$ cat src/rtl/wave_field_if.sv
// Pixel/frame bus of the scrolling crest renderer: timing counters in,
// pixel flag and scroll status out.
interface wave_field_if;
    logic               frame_tick;
    logic               pause;
    logic               blank;
    logic signed [10:0] hcount;
    logic signed [10:0] vcount;
    logic               wave;
    logic signed [11:0] phase_x;
    logic               wrap_pulse;

    modport master (
        output frame_tick, pause, blank, hcount, vcount,
        input  wave, phase_x, wrap_pulse
    );

    modport slave (
        input  frame_tick, pause, blank, hcount, vcount,
        output wave, phase_x, wrap_pulse
    );
endinterface

$ cat src/rtl/wave_field.sv
// Scrolling row of NUM_WAVES circular crests plus a surface band, 2-cycle pixel pipeline.
// Optional vertical bob of the crest row is enabled by defining WAVE_BOB_EN.
module wave_field #(
    parameter int NUM_WAVES    = 7,
    parameter int SPACING_LOG2 = 7,
    parameter int RADIUS       = 32,
    parameter int BASE_Y       = 36,
    parameter int SURF_H       = 36,
    parameter int SPEED        = 2,
    parameter int AMP          = 8
) (
    input  logic       clk,
    input  logic       rst,
    wave_field_if.slave bus
);
    localparam int                 DXW    = SPACING_LOG2 + 1;
    localparam logic signed [11:0] PITCH  = 12'(1 << SPACING_LOG2);
    localparam logic signed [11:0] STEP   = 12'(SPEED);
    localparam logic signed [11:0] BASE   = 12'(BASE_Y);
    localparam logic signed [11:0] SURF_V = 12'(SURF_H);
    localparam logic signed [11:0] SURF_W = 12'sd640;
    localparam logic signed [11:0] NW     = 12'(NUM_WAVES);
    localparam logic        [23:0] R2     = 24'(RADIUS * RADIUS);

    logic signed [11:0] phase_x;
    logic               wrap_pulse;
    logic signed [11:0] bob_ext;
    logic signed [11:0] t;

    wire advance = bus.frame_tick && !bus.pause;

`ifdef WAVE_BOB_EN
    localparam int BW = $clog2(AMP + 1);
    logic [BW-1:0] bob;
    logic          bob_up;

    // The tick that hits an end stop already steps the other way: 7, 8, 7.
    always_ff @(posedge clk) begin
        if (rst) begin
            bob    <= '0;
            bob_up <= 1'b1;
        end else if (advance) begin
            if (bob_up) begin
                if (bob == BW'(AMP)) begin
                    bob_up <= 1'b0;
                    bob    <= bob - 1'b1;
                end else begin
                    bob    <= bob + 1'b1;
                end
            end else begin
                if (bob == '0) begin
                    bob_up <= 1'b1;
                    bob    <= bob + 1'b1;
                end else begin
                    bob    <= bob - 1'b1;
                end
            end
        end
    end

    assign bob_ext = 12'(bob);
`else
    assign bob_ext = '0;
`endif

    assign t = phase_x - STEP;

    // NOTE: state registers use non-blocking assignments so every flop samples
    // pre-edge values regardless of process ordering.
    always_ff @(posedge clk) begin
        if (rst) begin
            phase_x    <= '0;
            wrap_pulse <= 1'b0;
        end else begin
            wrap_pulse <= 1'b0;
            if (advance) begin
                if (t <= -PITCH) begin
                    phase_x    <= t + PITCH;
                    wrap_pulse <= 1'b1;
                end else begin
                    phase_x    <= t;
                end
            end
        end
    end

    // Stage 1: fold the column onto the nearest crest.
    logic signed [11:0]      hx, vy, rel, k_base, k, dy;
    logic        [DXW-2:0]   m;
    logic signed [DXW-1:0]   dx;
    logic                    in_range, surf;

    assign hx     = bus.hcount;
    assign vy     = bus.vcount;
    assign rel    = hx - phase_x;
    assign m      = rel[SPACING_LOG2-1:0];
    assign k_base = rel >>> SPACING_LOG2;

    // Sign-extending m by its own MSB yields m - pitch exactly when m is in the upper half.
    assign dx       = $signed({m[SPACING_LOG2-1], m});
    assign k        = k_base + {11'd0, m[SPACING_LOG2-1]};
    assign dy       = vy - (BASE + bob_ext);
    assign in_range = (k >= 12'sd0) && (k < NW);
    assign surf     = (hx >= 12'sd0) && (hx <= SURF_W) && (vy >= 12'sd0) && (vy < SURF_V);

    logic signed [DXW-1:0] dx_q;
    logic signed [11:0]    dy_q;
    logic                  in_range_q, surf_q, blank_q;

    // NOTE: the pipeline is reset too, so wave stays low for two cycles after rst.
    always_ff @(posedge clk) begin
        if (rst) begin
            dx_q       <= '0;
            dy_q       <= '0;
            in_range_q <= 1'b0;
            surf_q     <= 1'b0;
            blank_q    <= 1'b0;
        end else begin
            dx_q       <= dx;
            dy_q       <= dy;
            in_range_q <= in_range;
            surf_q     <= surf;
            blank_q    <= bus.blank;
        end
    end

    // Stage 2: magnitudes fit unsigned even for the most negative codes.
    logic [DXW-1:0] adx;
    logic [11:0]    ady;
    logic [23:0]    dist2;
    logic           wave_q;

    assign adx   = dx_q[DXW-1] ? DXW'(-dx_q) : DXW'(dx_q);
    assign ady   = dy_q[11]    ? 12'(-dy_q)  : 12'(dy_q);
    assign dist2 = 24'(adx) * 24'(adx) + 24'(ady) * 24'(ady);

    always_ff @(posedge clk) begin
        if (rst) wave_q <= 1'b0;
        else     wave_q <= !blank_q && (surf_q || (in_range_q && (dist2 <= R2)));
    end

    assign bus.wave       = wave_q;
    assign bus.phase_x    = phase_x;
    assign bus.wrap_pulse = wrap_pulse;
endmodule

$ cat src/flat_wrapper.sv
// flat-port wrapper written by rule: the top's interface ports become plain ports
module wave_field_flat 
#(
    parameter int NUM_WAVES    = 7,
    parameter int SPACING_LOG2 = 7,
    parameter int RADIUS       = 32,
    parameter int BASE_Y       = 36,
    parameter int SURF_H       = 36,
    parameter int SPEED        = 2,
    parameter int AMP          = 8
)
  (clk, rst, bus_frame_tick, bus_pause, bus_blank, bus_hcount, bus_vcount, bus_wave, bus_phase_x, bus_wrap_pulse);
  wave_field_if bus_i ();
  input  logic clk;
  input  logic rst;
  input wire logic [$bits(bus_i.frame_tick)-1:0] bus_frame_tick;
  input wire logic [$bits(bus_i.pause)-1:0] bus_pause;
  input wire logic [$bits(bus_i.blank)-1:0] bus_blank;
  input wire logic [$bits(bus_i.hcount)-1:0] bus_hcount;
  input wire logic [$bits(bus_i.vcount)-1:0] bus_vcount;
  output wire logic [$bits(bus_i.wave)-1:0] bus_wave;
  output wire logic [$bits(bus_i.phase_x)-1:0] bus_phase_x;
  output wire logic [$bits(bus_i.wrap_pulse)-1:0] bus_wrap_pulse;
  assign bus_i.frame_tick = bus_frame_tick;
  assign bus_i.pause = bus_pause;
  assign bus_i.blank = bus_blank;
  assign bus_i.hcount = bus_hcount;
  assign bus_i.vcount = bus_vcount;
  assign bus_wave = bus_i.wave;
  assign bus_phase_x = bus_i.phase_x;
  assign bus_wrap_pulse = bus_i.wrap_pulse;
  wave_field #(.NUM_WAVES(NUM_WAVES), .SPACING_LOG2(SPACING_LOG2), .RADIUS(RADIUS), .BASE_Y(BASE_Y), .SURF_H(SURF_H), .SPEED(SPEED), .AMP(AMP)) u_core (.clk(clk), .rst(rst), .bus(bus_i));
endmodule
$ cat config.mk
export PLATFORM = sky130hd
export DESIGN_NAME = wave_field_flat
export DESIGN_NICKNAME = d
export VERILOG_FILES = /design/src/rtl/wave_field_if.sv /design/src/rtl/wave_field.sv /design/src/flat_wrapper.sv
export SDC_FILE = /design/constraint.sdc
export NUM_CORES = 1
export LEC_CHECK = 0
export ABC_AREA = 1
export CORE_UTILIZATION = 58
export CTS_CLUSTER_SIZE = 14
export DETAILED_ROUTE_END_ITERATION = 16
export PLACE_DENSITY = 0.86
export RECOVER_POWER = 50
export SLEW_MARGIN = 30
export SYNTH_ARGS = -nofsm -noshare
export SYNTH_HDL_FRONTEND = slang
export SYNTH_SLANG_ARGS = --single-unit
$ cat constraint.sdc
create_clock -name clk -period 7.2 [get_ports clk]
set_input_delay 1.08 -clock clk [delete_from_list [all_inputs] [get_ports clk]]
set_output_delay 1.08 -clock clk [all_outputs]
set_load 0.02 [all_outputs]
; ---- Word-level counts from Yosys, hierarchy flattened
; Cells that the tools add are included.
[op_classes]
n_bitwise = 1
order_cmp = 8
add_sub_neg = 8
n_mul = 2
reduce_logical = 11
mux = 4
[op_table]
columns = op, n
row1 = 16-bit by 24-bit adder with 24-bit output, 1
row2 = "24-bit by 11-bit less-or-equal comparator with 1-bit output, second input constant", 1
row3 = 12-bit by 12-bit multiplier with 24-bit output, 1
row4 = 12-bit two-way mux, 2
row5 = "11-bit by 1-bit >= comparator with 1-bit output, second input constant", 2
row6 = 8-bit by 8-bit multiplier with 16-bit output, 1
row7 = "12-bit by 9-bit adder with 12-bit output, second input constant", 1
row8 = "12-bit by 1-bit >= comparator with 1-bit output, second input constant", 1
row9 = "12-bit by 8-bit less-or-equal comparator with 1-bit output, second input constant", 1
row10 = "12-bit by 4-bit < comparator with 1-bit output, second input constant", 1
row11 = 12-bit negation, 1
row12 = 11-bit by 12-bit subtractor with 12-bit output, 1
row13 = "11-bit by 7-bit subtractor with 12-bit output, second input constant", 1
row14 = "12-bit by 3-bit subtractor with 12-bit output, second input constant", 1
row15 = "11-bit less-or-equal comparator, second input constant", 1
row16 = "11-bit by 7-bit < comparator with 1-bit output, second input constant", 1
row17 = 8-bit two-way mux, 1
row18 = 7-bit negation with 8-bit output, 1
row19 = 1-bit logical AND, 7
row20 = 5-bit by 2-bit adder with 6-bit output, 1
row21 = 1-bit zero test, 2
row22 = 2-bit OR reduction, 1
row23 = 1-bit logical OR, 1
row24 = 1-bit two-way mux, 1
row25 = 1-bit inverter, 1
[word_totals]
output_inout_bits = 14
reg_bits = 36
wordCells = 42
in_bits = 27

; ---- Depth between registers and ports, before layout
; Gate-level depths: netlist of run 1.
[depth]
depth_word = 8
mapped_depth = 40
depth_no_buf = 40

; ---- Worst setup path before layout of run 1
; Ideal clock, no wire load.
[synth_timing]
kind = reg2reg
from = register u_core.dy_q[0]
to = register u_core.wave_q (netlist: u_core.bus.wave)
synth_period_minus_slack_ns = 6.902
stages_incl_launch_ff = 34
arrival_ns = 6.832
path_slack_ns = 0.298
cell_sequence = dfxtp_1 clkinv_1 ha_1 inv_1 nor2_1 nand3b_1 nand3_1 nand2_1 clkbuf_1 inv_1 nor2_1 inv_1 fa_1 fa_1 fa_1 fa_1 inv_1 fa_1 inv_1 fa_1 inv_1 fa_1 ha_1 nand2_1 inv_1 a21oi_1 nand2_1 nand2_1 nand2_1 xor2_1 nand4_1 nor2_1 nand4_1 a21oi_1
[synth_between]
elab_chain_cells = 8
[synth_rtl]
columns = element, line_no
row1 = start: declaration, wave_field.sv:107  ; logic signed [11:0] dy_q;
row2 = start signal: assignment, wave_field.sv:120  ; dy_q <= dy;
row3 = 12-bit negation, wave_field.sv:134  ; assign ady = dy_q[11] ? 12'(-dy_q) : 12'(dy_q);
row4 = 12-bit two-way mux *, wave_field.sv:134
row5 = 12-bit by 12-bit multiplier with 24-bit output *, wave_field.sv:135  ; assign dist2 = 24'(adx) * 24'(adx) + 24'(ady) * 24'(ady);
row6 = 16-bit by 24-bit adder with 24-bit output *, wave_field.sv:135
row7 = 24-bit by 11-bit less-or-equal comparator with 1-bit output *, wave_field.sv:139  ; else wave_q <= !blank_q && (surf_q || (in_range_q && (dist2 <= R2)));
row8 = 1-bit logical AND *, wave_field.sv:139
row9 = 1-bit logical OR *, wave_field.sv:139
row10 = 1-bit logical AND *, wave_field.sv:139
row11 = end signal: assignment, wave_field.sv:139
row12 = end: declaration, wave_field.sv:131  ; logic wave_q;
; Every way passes the cells marked *; elsewhere a longest branch is shown, timed or not.
; A chain may end at the register's enable or synchronous reset.

; ---- Worst setup path in the final report of run 1
; Ends and elaborated chain as after synthesis.

==> flow_summary_export.csv, run 1 <==
group,metric,value,unit
outcome,status,"finished, final reports clean",
logic_synthesis,syn_avg_cell_area,7.31,um2
floorplanning,die_x,125,um
route,vias_per_cell,5.19,
global_routing,grt_usage,27.1,%
cts,htree_levels,2,
timing,setup_viol_count_final,0,
placed_design,gp_congestion,0.954,
floorplanning,die_h,125,um
logic_synthesis,ys_types,41,
timing,fin_crit,6.92,ns
finish,antenna_cells,0,
floorplanning,rows,44,
min_path,hold_class,"flip-flop to flip-flop",
placed_design,placed_area,9610,um2
timing,relSlewSlack,41.6,%
route,ant_nets,0,
floorplanning,io_pins,41,
worst_setup_path,criticalPathCategory,"flip-flop to flip-flop",
timing,hold_viol,0,
cts,cts_hold_buf,0,
worst_setup_path,worst_setup_path_start_kind,"flip-flop",
logic_synthesis,yosysSeqAreaShare,7.93,%
floorplanning,core_area,14700,um2
timing,maxSlewViolCount,0,
worst_setup_path,end_kind,"flip-flop",
global_routing,grt_pass1_vias,7667,
global_routing,grt_pass1_wl,34.4,mm
global_routing,grt_max_degree,24,
worst_setup_path,arrival,7.14,ns
route,routed_wl,20.5,mm
worst_setup_path,critical-path-slowest-cell,"fa_1",
route,num_vias,7643,
global_routing,grt-ovfl-total,0,
cts,cts_made_buffers,5,
flow_run,drv_cap,0,
route,first_pass_iters,5,
route,drc_errors,0,
global_routing,antenna_found_initial,1,
worst_setup_path,cp_max_fo,5,
logic_synthesis,netlist_area,8840,um2
worst_setup_path,crit_top_cell,"fa_1",
timing,fin_crit_sh,96.1,%
timing,fin_ws,0.277,ns
timing,fin_skew,0.00887,ns
placed_design,hpwl,17.1,mm
floorplanning,initial_core_util,60.1,%
finish,final_cell_mix,"330 x inv_1, 238 x nand2_1, 127 x fa_1",
finish,drive_gt1_share,7.92,%
logic_synthesis,yosys_warnings,0,
placed_design,port_buffers,39,
cts,path_clk_slew,0.06,ns
route,drt_iter0_drc,581,
finish,mostFrequentLayoutCell,"inv_1",
finish,final_area,10000,um2
cts,clk_latency,0.28,ns
worst_setup_path,path_delay_family,"adder cells",
logic_synthesis,synth-seq-cells,35,
timing,max_freq,144,MHz
logic_synthesis,syn_inst,1210,
finish,areaGrowthSynthToFinish,13.5,%
worst_setup_path,crit_required,7.42,ns
timing,tightest_slew,0.873,ns
worst_setup_path,max_stage_delay,0.58,ns
cts,cts_tree,"done",
cts,clockRootBuffer,"clkbuf_16",
placed_design,place_ws,0.0507,ns
route,wl_per_cell,14.0,um
cts,cts_buffer_depth,2,
finish,nNetsFinal,1564,
floorplanning,dieArea,15700,um2
worst_setup_path,crit_buf_inv,7,
cts,cts.sinks,35,
Yosys cell counts (all sizes together):
library cell    n  area share [%]
a211oi          1           0.085
a21o            2            0.17
a21oi          46             2.6
a31oi           1           0.071
buf             5            0.38
clkbuf          5            0.21
clkinv          2           0.085
conb            2           0.085
dfxtp          35             7.9
fa            131              30
ha            119              17
inv           337              14
nand2         246              11
nand3          54             3.1
nand3b          5            0.42
nand4          14             1.2
nor2          110             4.9
nor3           12            0.79
nor4            2            0.14
o211ai          4            0.34
o21a            1           0.085
o21ai          34             1.9
o21bai          1           0.085
or2            10            0.71
or4             1           0.085
xnor2           3            0.30
xor2           27             2.8
state kept, by name (all words and copies together), names as in the netlist:
signal	count
u_core.in_range_q	1
u_core.dy_q	12
u_core.bus.wave	1
u_core.dx_q	7
u_core.bus.phase_x	11
u_core.surf_q	1
u_core.blank_q	1
u_core.bus.wrap_pulse	1
metrics by stage:
| step | TNS [ns] | utilization [%] | std cells | hold WS [ns] |
|---|---|---|---|---|
| floorplan | 0 | - | 1233 | 0.410 |
| global placement | 0 | 65.4 | 1461 | 0.436 |
| detailed placement | 0 | 65.4 | 1461 | 0.438 |
| CTS | 0 | 66.5 | 1469 | 0.445 |
| global route | -0.101 | 68.2 | 1472 | 0.478 |
| finish | 0 | 68.2 | 1472 | 0.448 |
timing repair:
item,in CTS,in global routing
buffers inserted,0,2
gates resized for setup,0,58
endpoints found under the setup margin,0,1
path summary, 6_finish.rpt:
check               endpoint            from  cells after the start  slack (ns)
max          u_core.bus.wave  u_core.dy_q[0]                     30        0.28
min          u_core.bus.wave   u_core.surf_q                      2        0.45
max reg2reg  u_core.bus.wave  u_core.dy_q[0]                     30        0.28
min reg2reg  u_core.bus.wave   u_core.surf_q                      2        0.45
worst reg2reg max path, delay by kind of cell, from the launching register on:
family          cells  cell delay (ns)
xor+xnor            1             0.26
fa+ha+maj           8             3.92
compound gates      2             0.25
flops               1             0.31
simple gates       12             1.38
buf+inv             7             0.75
cells by family (layout without fill, tap and decap cells):
group	after synthesis	count (layout)	synth area share [%]
adder cells (fa/ha/maj)	250	250	46.5
AO/OA/AOI/OAI	90	90	5.41
other	2	25	0.0850
buffers and inverters	349	403	15.0
flip-flops	35	35	7.93
XOR/XNOR	30	30	3.14
AND/OR/NAND/NOR	454	455	21.9
area by class of cell:
type	count	area, um2
clock buffers	5	125
clock inverters	3	43.8
fillers	1170	4670
inverters	339	1280
multi-input cells	850	7130
flip-flops and latches	35	704
well taps	184	230
repair buffers	56	518
layer usage:
| layer | vias to the layer above | wire length [um] | global-route usage [%] |
|---|---|---|---|
| met3 | 69 | 1140 | 2.87 |
| met4 | 0 | 720 | 8.61 |
| met5 | - | 0 | 0 |
| met1 | 3559 | 8720 | 35.1 |
| met2 | 269 | 9970 | 47.4 |
| li1 | 3746 | - | - |
Power of run 1 is left out: the tool's default activity adds up to more than one toggle a clock period on the data nets, which glitch-free logic cannot reach.
==> inputs of run 2 (changes only) <==
ABC_CLOCK_PERIOD_IN_PS = 7200   (was unset)
CORE_ASPECT_RATIO = 0.7   (was unset)
CORE_UTILIZATION = 61   (was 58)
DONT_BUFFER_PORTS = 1   (was unset)
==> flow_summary_export.csv, run 2 (synthesized netlist as in run 1, its figures left out) <==
group,metric,value,unit
worst_setup_path,worst_setup_path_start_kind,"flip-flop",
global_routing,grt-ovfl-total,0,
timing,fin_skew,0.00354,ns
route,routed_wl,21.5,mm
global_routing,grt_max_degree,24,
cts,htree_levels,2,
floorplanning,dieArea,15000,um2
finish,nNetsFinal,1526,
finish,largestRegisters,"u_core.dy_q x12, u_core.bus.phase_x x11, u_core.dx_q x7",
timing,fin_crit,7.03,ns
finish,areaGrowthSynthToFinish,10.4,%
timing,relSlewSlack,48.4,%
timing,finalSetupTns,0,ns
floorplanning,core_area,14000,um2
worst_setup_path,end_kind,"flip-flop",
finish,final_cell_mix,"325 x inv_1, 228 x nand2_1, 131 x fa_1",
timing,setup_viol_count_final,0,
timing,hold_viol,0,
route,num_vias,7582,
floorplanning,die_h,103,um
timing,fin_crit_sh,97.6,%
worst_setup_path,crit_buf_inv,8,
finish,largest_reg_flops,12,
finish,fillers,1110,
finish,seq_area,708,um2
flow_run,drv_cap,0,
global_routing,antenna_found_initial,0,
cts,path_clk_slew,0.06,ns
finish,antenna_cells,0,
floorplanning,die_x,146,um
min_path,hold_class,"flip-flop to flip-flop",
worst_setup_path,criticalPathCategory,"flip-flop to flip-flop",
timing,maxSlewViolCount,0,
worst_setup_path,arrival,7.24,ns
cts,clockRootBuffer,"clkbuf_16",
finish,finish.utilization,69.7,%
worst_setup_path,path_delay_family,"adder cells",
cts,cts_buffer_depth,2,
cts,cts_tree,"done",
timing,max_freq,142,MHz
route,drt_iter0_drc,554,
floorplanning,rows,36,
cts,cts.sinks,35,
timing,tightest_slew,0.771,ns
finish,drive_gt1_share,9.92,%
placed_design,hpwl,18.1,mm
placed_design,port_buffers,0,
global_routing,grt_pass1_wl,34.7,mm
route,ant_nets,0,
global_routing,grt_pass1_vias,7348,
floorplanning,initial_core_util,63.1,%
finish,mostFrequentLayoutCell,"inv_1",
global_routing,grt_usage,29.3,%
route,first_pass_iters,6,
outcome,status,"finished, final reports clean",
finish,multiInputGateArea,7210,um2
finish,largest_register,"u_core.dy_q",
worst_setup_path,critical-path-slowest-cell,"fa_1",
route,vias_per_cell,5.27,
worst_setup_path,max_stage_delay,0.56,ns
cts,cts_made_buffers,5,
cts,clk_latency,0.28,ns
worst_setup_path,cp_max_fo,5,
floorplanning,io_pins,41,
worst_setup_path,crit_top_cell,"nand2_1",
worst_setup_path,crit_required,7.42,ns
placed_design,gp_congestion,0.976,
route,drc_errors,0,
route,wl_per_cell,14.9,um
-- run 2: cell count changes in the layout (fill, tap and decap cells not counted), moves of 3 or more --
cell / before / now
inv_2: 6 / 9
clkdlybuf4s50_1: 28 / 0
o21ai_0: 25 / 28
o21ai_1: 9 / 6
nand2_2: 6 / 15
ha_4: 8 / 12
inv_1: 330 / 325
ha_1: 111 / 106
fa_1: 127 / 131
dlygate4sd3_1: 11 / 0
nand2_1: 238 / 228
fa_2: 4 / 0
-- run 2: tightest hold or removal path, stage by stage (launching register included) --
cell and delay (ns):
dfxtp_1 0.30, inv_1 0.06, a21oi_1 0.06
-- run 2: area by class of cell --
cell class | count | share of cell area (%)
Multi-Input combinational cell | 849 | 73.9
Inverter | 339 | 13.1
Sequential cell | 35 | 7.25
Tap cell | 190 | 2.44
Timing Repair Buffer | 19 | 1.46
Clock buffer | 6 | 1.42
Clock inverter | 2 | 0.397
-- run 2: worst paths after layout --
path,start,end,slack (ns),cells past startpoint
worst max-delay path,u_core.dy_q[0],u_core.bus.wave,0.17,36
worst max register to register,u_core.dy_q[0],u_core.bus.wave,0.17,36
worst min register to register,u_core.surf_q,u_core.bus.wave,0.47,2
worst min-delay path,u_core.surf_q,u_core.bus.wave,0.47,2
-- run 2: per-layer routing --
metal,track usage (%),vias up,part of all wire [%]
li1,-,3678,-
met1,42.4,3521,45
met2,46.9,352,44
met3,5.27,31,9.5
met4,5.10,0,1.3
met5,0,-,0
-- run 2: what timing repair did --
item                       in CTS  in global routing
hold buffers                    0                  0
setup buffers                   0                  4
pin swaps                       0                 22
gates resized for setup         2                 80
setup endpoints to repair       1                  1
-- run 2: per-stage QoR --
| stage | area [um2] | hold WS (ns) | std cells | setup slack (ns) |
|---|---|---|---|---|
| after CTS | 9410 | 0.456 | 1436 | 0.0398 |
| after global routing | 9760 | 0.478 | 1440 | -0.166 |
| after global placement | 9220 | 0.430 | 1428 | 0.0923 |
| after detailed placement | 9220 | 0.446 | 1428 | -0.0190 |
| final | 9760 | 0.466 | 1440 | 0.173 |
| after floorplan | 8930 | 0.410 | 1233 | 0.298 |
Power of run 2 is left out for the same reason.
